File: config.mk
export PLATFORM = sky130hd
export DESIGN_NAME = fetch_sequencer
export DESIGN_NICKNAME = d
export VERILOG_FILES = /design/src/rtl/fetch_sequencer.sv
export SDC_FILE = /design/constraint.sdc
export NUM_CORES = 1
export LEC_CHECK = 0
export CAP_MARGIN = 25
export CORE_MARGIN = 4
export CORE_UTILIZATION = 36
export DETAILED_ROUTE_END_ITERATION = 10
export PLACE_DENSITY_LB_ADDON = 0.15
export SYNTH_ARGS = -nofsm -noshare
export SYNTH_HDL_FRONTEND = slang
export SYNTH_SLANG_ARGS = --single-unit
File: constraint.sdc
create_clock -name clk -period 2.6 [get_ports clk]
set_input_delay 0.52 -clock clk [delete_from_list [all_inputs] [get_ports clk]]
set_output_delay 0.52 -clock clk [all_outputs]
set_load 0.02 [all_outputs]
File: src/rtl/fetch_sequencer.sv
// fetch_sequencer: BOOT/REQ/HOLD instruction fetch sequencer.
// Define FETCH_SEQ_EXC_EN to add the exc_i redirect to EXC_VECTOR.
module fetch_sequencer #(
  parameter logic [31:0] RESET_PC   = 32'h0000_0000
`ifdef FETCH_SEQ_EXC_EN
  ,
  parameter logic [31:0] EXC_VECTOR = 32'h0000_0080
`endif
) (
  input  logic        clk,
  input  logic        reset,
  input  logic        stall_i,
  input  logic        jump_i,
  input  logic [31:0] jump_target_i,
  input  logic        branch_i,
  input  logic [31:0] branch_target_i,
`ifdef FETCH_SEQ_EXC_EN
  input  logic        exc_i,
`endif
  output logic        mem_req_o,
  output logic [31:0] mem_addr_o,
  input  logic        mem_ready_i,
  input  logic [31:0] mem_rdata_i,
  output logic        valid_o,
  output logic [31:0] instr_o,
  output logic [31:0] pc_o
);

  localparam logic [31:0] BOOT_PC =
    RESET_PC & 32'hFFFF_FFFC;

  typedef enum logic [1:0] {
    S_BOOT = 2'd0,
    S_REQ  = 2'd1,
    S_HOLD = 2'd2
  } state_t;

  state_t      state;
  logic [31:0] pc;
  logic        redir;
  logic [31:0] redir_tgt;
  logic [31:0] redir_pc;
  logic [31:0] pc_inc;

  assign mem_addr_o = pc;
  assign pc_inc     = pc + 32'd4;
  assign redir_pc   = redir_tgt & 32'hFFFF_FFFC;

  // Pick the highest-priority redirect and its target.
  always_comb begin
    redir     = 1'b0;
    redir_tgt = pc;
    priority case (1'b1)
`ifdef FETCH_SEQ_EXC_EN
      exc_i: begin
        redir     = 1'b1;
        redir_tgt = EXC_VECTOR;
      end
`endif
      jump_i: begin
        redir     = 1'b1;
        redir_tgt = jump_target_i;
      end
      branch_i: begin
        redir     = 1'b1;
        redir_tgt = branch_target_i;
      end
      default: begin
        redir     = 1'b0;
        redir_tgt = pc;
      end
    endcase
  end

  // Fetch FSM with registered request and decode outputs.
  always_ff @(posedge clk or negedge reset) begin
    if (!reset) begin
      state     <= S_BOOT;
      pc        <= BOOT_PC;
      mem_req_o <= 1'b0;
      valid_o   <= 1'b0;
      instr_o   <= 32'd0;
      pc_o      <= 32'd0;
    end else begin
      unique case (state)
        S_BOOT: begin
          state     <= S_REQ;
          pc        <= BOOT_PC;
          mem_req_o <= 1'b1;
        end
        S_REQ: begin
          if (redir) begin
            pc      <= redir_pc;
            valid_o <= 1'b0;
          end else if (mem_ready_i) begin
            instr_o <= mem_rdata_i;
            pc_o    <= pc;
            valid_o <= 1'b1;
            if (stall_i) begin
              state     <= S_HOLD;
              mem_req_o <= 1'b0;
            end else begin
              pc <= pc_inc;
            end
          end else begin
            valid_o <= 1'b0;
          end
        end
        S_HOLD: begin
          if (redir) begin
            pc        <= redir_pc;
            valid_o   <= 1'b0;
            state     <= S_REQ;
            mem_req_o <= 1'b1;
          end else if (!stall_i) begin
            pc        <= pc_inc;
            valid_o   <= 1'b0;
            state     <= S_REQ;
            mem_req_o <= 1'b1;
          end
        end
        default: begin
          state     <= S_BOOT;
          mem_req_o <= 1'b0;
          valid_o   <= 1'b0;
        end
      endcase
    end
  end

endmodule

# Yosys cells after proc, flatten, opt, wreduce, memory -nomap -nowiden
# Cells that the tools add are included.
classes:
  bitwise_logic: 2
  reduce_logical: 6
  n_mux: 26
  add_sub_neg: 1
  eq_ne: 7
op_table:
  columns: ["cell", "n"]
  rows:
  - ["32-bit two-way mux", 6]
  - ["32-bit case mux with 3 select lines", 1]
  - ["32-bit by 3-bit adder with 32-bit output, second input constant", 1]
  - ["1-bit two-way mux", 11]
  - ["2-bit two-way mux", 5]
  - ["2-bit != test, second input constant", 3]
  - ["3-bit != test, second input constant", 2]
  - ["1-bit case mux with 3 select lines", 2]
  - ["2-bit case mux with 3 select lines", 1]
  - ["2-bit AND reduction", 2]
  - ["4-bit AND reduction", 1]
  - ["3-bit AND reduction", 1]
  - ["3-bit nonzero test", 1]
  - ["2-bit by 1-bit equality test with 1-bit output, second input constant", 1]
  - ["2-bit equality test, second input constant", 1]
  - ["2-bit zero test", 1]
  - ["1-bit inverter", 2]
totals:
  output_inout_bits: 98
  reg_bits: 100
  elab_cells: 48

# Depth between registers and ports, before layout
# Gate-level depths: netlist (run 1).
depth:
  word_depth: 5
  depth_mapped: 9
  depth_no_buf: 7

# Least setup slack after synthesis (run 1)
# OpenSTA, ideal clock, no wires.
synth_timing:
  path_type: "register to register"
  startpoint: "register pc[2] (netlist: mem_addr_o[2])"
  endpoint: "register pc[28] (netlist: mem_addr_o[28])"
  slack_ns: 0.397
  path_stages_with_launch: 7
  t_arrival_ns: 2.133
  setup_time_ns: 0.071
  path_buffers: 0
  required_ns: 2.529
  cell_sequence: "dfrtp_1 > ha_1 > nand3_1 > or4_4 > or2_4 > or4_1 > nand4_1"
synth_via:
  elab_chain_len: 5
  word_cells_on_any_way: 6
  cone_classes: "add/sub: 1; mux: 5"
synth_rtl:
  columns: ["item", "line", "text"]
  rows:
  - ["start: declaration", "39", "logic [31:0] pc;"]
  - ["start signal: assignment", "93", "pc <= redir_pc;"]
  - ["start signal: assignment", "103", "pc <= pc_inc;"]
  - ["start signal: assignment", "111", "pc <= redir_pc;"]
  - ["32-bit by 3-bit adder with 32-bit output (*)", "46", "assign pc_inc = pc + 32'd4;"]
  - ["32-bit two-way mux (*)", "99, 115", null]
  - ["32-bit two-way mux", "95", "end else if (mem_ready_i) begin"]
  - ["32-bit two-way mux", "92", "if (redir) begin"]
  - ["32-bit case mux with 3 select lines (*)", "85", "unique case (state)"]
# Every way passes the cells marked *; elsewhere a longest branch is shown, timed or not. The select of a mux whose other input is x is not followed.
# A chain may end at the register's enable or synchronous reset.

# Final worst setup path (run 1)
layout_timing:
  startpoint: "register pc[3] (netlist: mem_addr_o[3])"
  endpoint: "register pc[28] (netlist: mem_addr_o[28])"
# The elaborated chain is that of the path after synthesis.

==> impl_results.md, run 1 <==
* Outcome: completed
* Cts repair resizes at 0
* Nets at 794
* CP Capture Type: flop
* Worst setup SP type: flop
* CP Data Required Time at roughly 2.9 ns
* Share of cells above drive strength 1 at ~19%
* Ranking of synthesized cells by area: dfrtp_1 47%, mux2_2 14%, nand2_1 2.7%
* Largest net degree at the start of global routing at slightly above 40
* Clk buf depth at 2
* Final hold vios at 0
* DRT Pass-1 Iters at 4
* Dpl hpwl at 12350 um
* HP Class: in -> async
* Critical-path cell list: ha_1, nand3_1, or4_4, or2_4, or4_1, nand4_1
* Remaining antenna violation count after routing at 0
* Min Tclk post-route at ~2.4 ns
* Clock Skews at between 0.005 and 0.006 ns
* Fmax at 419.0 MHz
* Hold-fix buffers, CTS at 0
* Die Footprint at 0.01594 sq mm
* Root Driver: clkbuf_16
* Flops & latches, synth at 95
* Switching part of the total at 38.45%
* Max Cap Viol at 0
* Antenna violations before repair at 0
* Vias in the first global route at 4913
* Fill cell count at around 1200
* Setup Viol. Count Final at 0
* Slew Viols, Final at 0
* Core area at 0.01345 sq mm
* Sequential area share after synthesis at 47.23%
* CP max stage delay at 0.56 ns
* Post-CTS Setup Bufs at 0
* Clock buffer count from CTS at 9
* First-pass GRT wire length at 26010 um
* Count of cell types in the netlist at between 60 and 70
* Setup repair after global routing missed its margin: no
* Die Ht at around 130 um
* Post-route setup TNS at 0 ns
* Wirelength per Cell at 18.66 um
* Count leader, synth: dfrtp_1
* Clk Latency, worst-skew pair at 0.35 ns
* Mapped Area at 0.005034 sq mm
* Cells after synthesis at 480
* Clock-pin transition on the worst setup and hold timing paths at 0.07 ns
* Die Wd at ~130 um
* Initial Util at 37.42%
* Period utilization at 91.79%
* WS Path Type: reg -> reg
* P&R area growth vs syn at 52.35%
* Via density at around 5.4
* H-tree Lvls at 3
* Row count at 42
* Clk sinks at 95
* EDFF count, synth at 0
* Overall Global Routing Usage at 20.52%
* Clock power share at between 15 and 20%
* Synth top area share at 47.23%
* Diode count at 0
* R2R cell count at 6
* Syn_area_per_cell at roughly 10 sq um
* Part of the power in registers at 31.8%
* Final non-filler cell area at 0.007669 sq mm
* WP data arrival at 2.67 ns
* CP max FO at 11
* Initial drt markers at between 200 and 300
* DRC violations left at 0
* Asr flop ratio synth at 100.0%
* Leakage at ~0.0032 uW
* Internal at 5412 uW
* TritonCTS clock tree: built
* GRT overflow at 0
* Area post-placement at 0.007335 sq mm
* Maximum VDD drop at roughly 0.58 mV
* NetSw at 3381 uW
* Slew HR at a little over three fifths
* CP max-delay cell: or4_4
* I/O pins at 200
* Synth area leader: dfrtp_1
* Logic gate share of total power at 50.9%
* Worst slew pin tran at about 0.56 ns
* Commonest register cell after synthesis: dfrtp_1
* Gpl congestion at roughly 0.8
* Port-buffer cells at about 190
* Most frequent cells after synthesis: 95 x dfrtp_1, 63 x mux2_2, 36 x nand2_1, 25 x nor2_1, 22 x nand3_1
* Routed WL at 16180 um
* Routed via count at between 4000 and 5000
* Yosys warning total at 0
* PwrDens at 1147 mW/mm^2
-- power by group through the flow --
stage,logic (uW),clock network (uW),registers [uW]
after CTS,4520,1560,2800
after global routing,4770,1620,2910
after global placement,4420,0,2790
final,4480,1520,2790
after floorplan,1390,0,3590
after detailed placement,4510,0,2830
-- kinds of logic after synthesis --
family	count (synthesis)	synth area share, %
compound gates	107	14.84
xor+xnor	5	0.8700
fa+ha+maj	5	1.243
buf+inv	49	4.499
flops	95	47.23
mux	67	14.89
other cells	1	0.07450
simple gates	151	16.36
-- flip-flops by register name, indices dropped and copies added (netlist names) --
signal and flops:
state 1, mem_addr_o 30, valid_o 1, mem_req_o 1
pc_o 30, instr_o 32
-- path summary, 6_finish.rpt --
kind | end | slack (ns) | startpoint
worst max-delay path | mem_addr_o[28]$_DFFE_PN0P_ | 0.21 | mem_addr_o[3]$_DFFE_PN0P_
worst min-delay path | pc_o[4]$_DFFE_PN0P_ | 0.15 | reset
worst max register to register | mem_addr_o[28]$_DFFE_PN0P_ | 0.21 | mem_addr_o[3]$_DFFE_PN0P_
worst min register to register | pc_o[17]$_DFFE_PN0P_ | 0.50 | pc_o[17]$_DFFE_PN0P_
max in group asynchronous | mem_req_o$_DFFE_PN0P_ | 1.85 | reset
min in group clk | pc_o[17]$_DFFE_PN0P_ | 0.50 | pc_o[17]$_DFFE_PN0P_
-- stage by stage --
stage               utilization (%)  power, uW  hold slack (ns)  std cells  worst slack (ns)
CTS                           57.00       8887           0.1806        867            0.2118
finish                        57.00       8793           0.1486        867            0.2135
floorplan                         -       4986           0.2244        483            0.3966
global route                  57.00       9302           0.1899        867            0.1091
detailed placement            54.52       7334           0.4952        852            0.1416
global placement              54.52       7209           0.4876        852            0.1089
-- final cells by class --
cell class	count	area, sq um	share of cell area, %
Clock buffer	9	225.2	2.937
Tap cell	176	220.2	2.872
Timing Repair Buffer	226	2235	29.14
Multi-Input combinational cell	339	2442	31.85
Inverter	16	60.06	0.7832
Sequential cell	95	2377	31.00
Clock inverter	6	108.9	1.419
-- worst max-delay path: cells and delay by family (launching register included) --
kind	cells	cell delay (ns)
simple gates	5	1.64
fa+ha+maj	1	0.24
flops	1	0.43
-- cells in the final DEF, fill, tap and decap left out, types with 9 or more instances in the layout --
| cell | Yosys | routed |
|---|---|---|
| o21ai_0 | 17 | 17 |
| nand3_1 | 22 | 22 |
| nand2_1 | 36 | 36 |
| o22ai_1 | 11 | 11 |
| a21oi_1 | 12 | 12 |
| clkbuf_16 | 0 | 9 |
| mux2_2 | 63 | 63 |
| dfrtp_1 | 95 | 95 |
| nor3_1 | 11 | 11 |
| inv_1 | 16 | 16 |
| buf_4 | 5 | 31 |
| clkdlybuf4s50_1 | 0 | 190 |
| nor3b_1 | 9 | 9 |
| nor2_1 | 25 | 25 |
-- per-layer routing --
layer  GRT usage [%]  vias to the layer above  wire length [um]  part of all wire [%]
met1           25.87                     2319              6783                    42
met2           35.40                      169              8263                    51
met5               0                        -                 0                     0
li1                -                     2187                 -                     -
met3           3.768                       18               847                   5.2
met4           7.129                        0               286                   1.8
(Power assumes the default switching activity.)
==> inputs of run 2 (changes only) <==
--- a/config.mk
+++ b/config.mk
@@ -8,6 +8,7 @@
 export CAP_MARGIN = 25
 export CORE_MARGIN = 4
 export CORE_UTILIZATION = 36
+export CTS_BUF_LIST = sky130_fd_sc_hd__clkbuf_8
 export DETAILED_ROUTE_END_ITERATION = 10
 export PLACE_DENSITY_LB_ADDON = 0.15
 export SYNTH_ARGS = -nofsm -noshare
==> run 2 against run 1 <==
Power shrank 4.0%. Largest power group unchanged. Hold slack lost 0.030 ns. Clock power down 22%. Non-clock buffer count is the same. Fmax increased by 0.26%.
==> impl_results.md, run 2 (synthesis results as in run 1) <==
* TritonCTS clock tree: built
* Clock Skews at 0.005544 ns (+0.0001301 ns)
* Final hold vios at 0 (unchanged)
* Fill cell count at 1187 (+1.2%)
* WP buf/inv at 0 (unchanged)
* Via density at 5.356 (-1.0%)
* WS Path Type: reg -> reg
* Clock-pin transition on the worst setup and hold timing paths at 0.09 ns (+0.02 ns)
* Worst setup SP type: flop
* Hold-fix buffers, CTS at 0 (unchanged)
* Die Footprint at 0.01594 sq mm (unchanged)
* Largest net degree at the start of global routing at 41 (unchanged)
* Routed WL at 16240 um (+0.36%)
* WP data arrival at 2.70 ns (+0.03 ns)
* CP delay by family, top: simple AND/OR/NAND/NOR gates
* Overall Global Routing Usage at 20.51% (about the same)
* Max Cap Viol at 0 (unchanged)
* PwrDens at 1116 mW/mm^2 (-2.7%)
* Leakage at 0.003131 uW (-1.5%)
* Die Wd at 126.2 um (unchanged)
* Outcome: completed
* Antenna violations before repair at 0 (unchanged)
* Setup Viol. Count Final at 0 (unchanged)
* Vias in the first global route at 4922 (+0.18%)
* Setup repair after global routing missed its margin: no
* Initial drt markers at 337 (+14%)
* P&R area growth vs syn at 50.34%
* Fin cells at 867 (unchanged)
* CP Capture Type: flop
* Max reg flops at 32 (unchanged)
* Core area at 0.01345 sq mm (unchanged)
* Min Hold Slack at 0.1189 ns (-0.02976 ns)
* Port-buffer cells at 191 (unchanged)
* Post-placement cell count at 852 (unchanged)
* DRT Pass-1 Iters at 4 (unchanged)
* Wirelength per Cell at 18.73 um (+0.36%)
* Initial Util at 37.42% (unchanged)
* DRC violations left at 0 (unchanged)
* Nets at 794 (unchanged)
* Remaining antenna violation count after routing at 0 (unchanged)
* Clock buffer count from CTS at 9 (unchanged)
* Gpl congestion at 0.7985 (unchanged)
* Maximum VDD drop at 0.5692 mV (-1.1%)
* CP max stage delay at 0.56 ns (about the same)
* Dpl hpwl at 12350 um (unchanged)
* Reg with most FFs: instr_o
* Row count at 42 (unchanged)
* I/O pins at 200 (unchanged)
* Cts repair resizes at 0 (unchanged)
* Min Tclk post-route at 2.380 ns (-0.006221 ns)
* H-tree Lvls at 3 (unchanged)
* Root Driver: clkbuf_8
* Most common cell after layout, fill and taps aside: clkdlybuf4s50_1
* CP max-delay cell: or4_4
* Period utilization at 91.55% (-0.24 points)
* Clk buf depth at 2 (unchanged)
* Worst setup path start: mem_addr_o[3]$_DFFE_PN0P_
* CP Data Required Time at 2.91 ns (+0.02 ns)
* GRT overflow at 0 (unchanged)
* Post-route setup TNS at 0 ns (unchanged)
* Diode count at 0 (unchanged)
* Critical-path cell list: ha_1, nand3_1, or4_4, or2_4, or4_1, nand4_1
* Post-CTS Setup Bufs at 0 (unchanged)
* Die Ht at 126.2 um (unchanged)
* Clk sinks at 95 (unchanged)
* Worst slew pin tran at 0.5577 ns (-0.002027 ns)
* Critical R2R Launch: mem_addr_o[3]$_DFFE_PN0P_
* Share of cells above drive strength 1 at 18.52% (unchanged)
* Routed via count at 4644 (-1.0%)
* CP max FO at 11 (unchanged)
* Clk Latency, worst-skew pair at 0.37 ns (+0.02 ns)
* Fmax at 420.1 MHz (+0.26%)
* Slew HR at 62.82% (+0.14 points)
* Slew Viols, Final at 0 (unchanged)
* Most frequent cells in the layout: 190 x clkdlybuf4s50_1, 95 x dfrtp_1, 63 x mux2_2, 36 x nand2_1, 31 x buf_4
* HP Class: in -> async
* First-pass GRT wire length at 26010 um (unchanged)
[run 2: cell counts in the layout (fill, tap and decap cells not counted)]
No cell type changed its count.
[run 2: layout make-up]
| type | count | area (sq um) | area share, % |
|---|---|---|---|
| clock buffers | 9 | 123.9 | 1.637 |
| inverters | 16 | 60.06 | 0.7937 |
| clock inverters | 6 | 108.9 | 1.438 |
| multi-input cells | 339 | 2442 | 32.28 |
| well taps | 176 | 220.2 | 2.910 |
| flip-flops and latches | 95 | 2377 | 31.42 |
| repair buffers | 226 | 2235 | 29.53 |
[run 2: per-stage QoR]
| step | setup WS, ns | util [%] | total power, uW | cell area [sq um] |
|---|---|---|---|---|
| after floorplan | 0.3966 | - | 4986 | 5045 |
| after global placement | 0.1089 | 54.52 | 7209 | 7335 |
| after detailed placement | 0.1416 | 54.52 | 7334 | 7335 |
| after CTS | 0.2077 | 56.25 | 8542 | 7567 |
| after global routing | 0.09723 | 56.25 | 8958 | 7567 |
| final | 0.2198 | 56.25 | 8444 | 7567 |
[run 2: path summary, 6_finish.rpt]
path                                                    to  slack [ns]  depth (start not counted)
worst max-delay path            mem_addr_o[28]$_DFFE_PN0P_        0.22                          6
worst min-delay path                   pc_o[4]$_DFFE_PN0P_        0.12                          1
worst max register to register  mem_addr_o[28]$_DFFE_PN0P_        0.22                          6
worst min register to register      instr_o[3]$_DFFE_PN0P_        0.51                          1
max in group asynchronous             pc_o[29]$_DFFE_PN0P_        1.88                          2
min in group clk                    instr_o[3]$_DFFE_PN0P_        0.51                          1
[run 2: per-layer routing]
metal,global-route usage [%],wire [um],vias to the layer above
li1,-,-,2184
met1,26.00,6693,2291
met2,35.40,8311,150
met3,3.641,962,19
met4,6.940,269,0
met5,0,0,-
[run 2: power by group]
part           leakage [uW]  total, uW  switching [uW]  internal [uW]
clock network      0.000119       1180             546            634
registers           0.00118       2790             619           2170
logic               0.00183       4470            2170           2300
[run 2: worst reg2reg max path: stages (launching register included)]
cell and delay (ns):
dfrtp_1 0.44, ha_1 0.24, nand3_1 0.17, or4_4 0.56
or2_4 0.32, or4_1 0.51, nand4_1 0.08
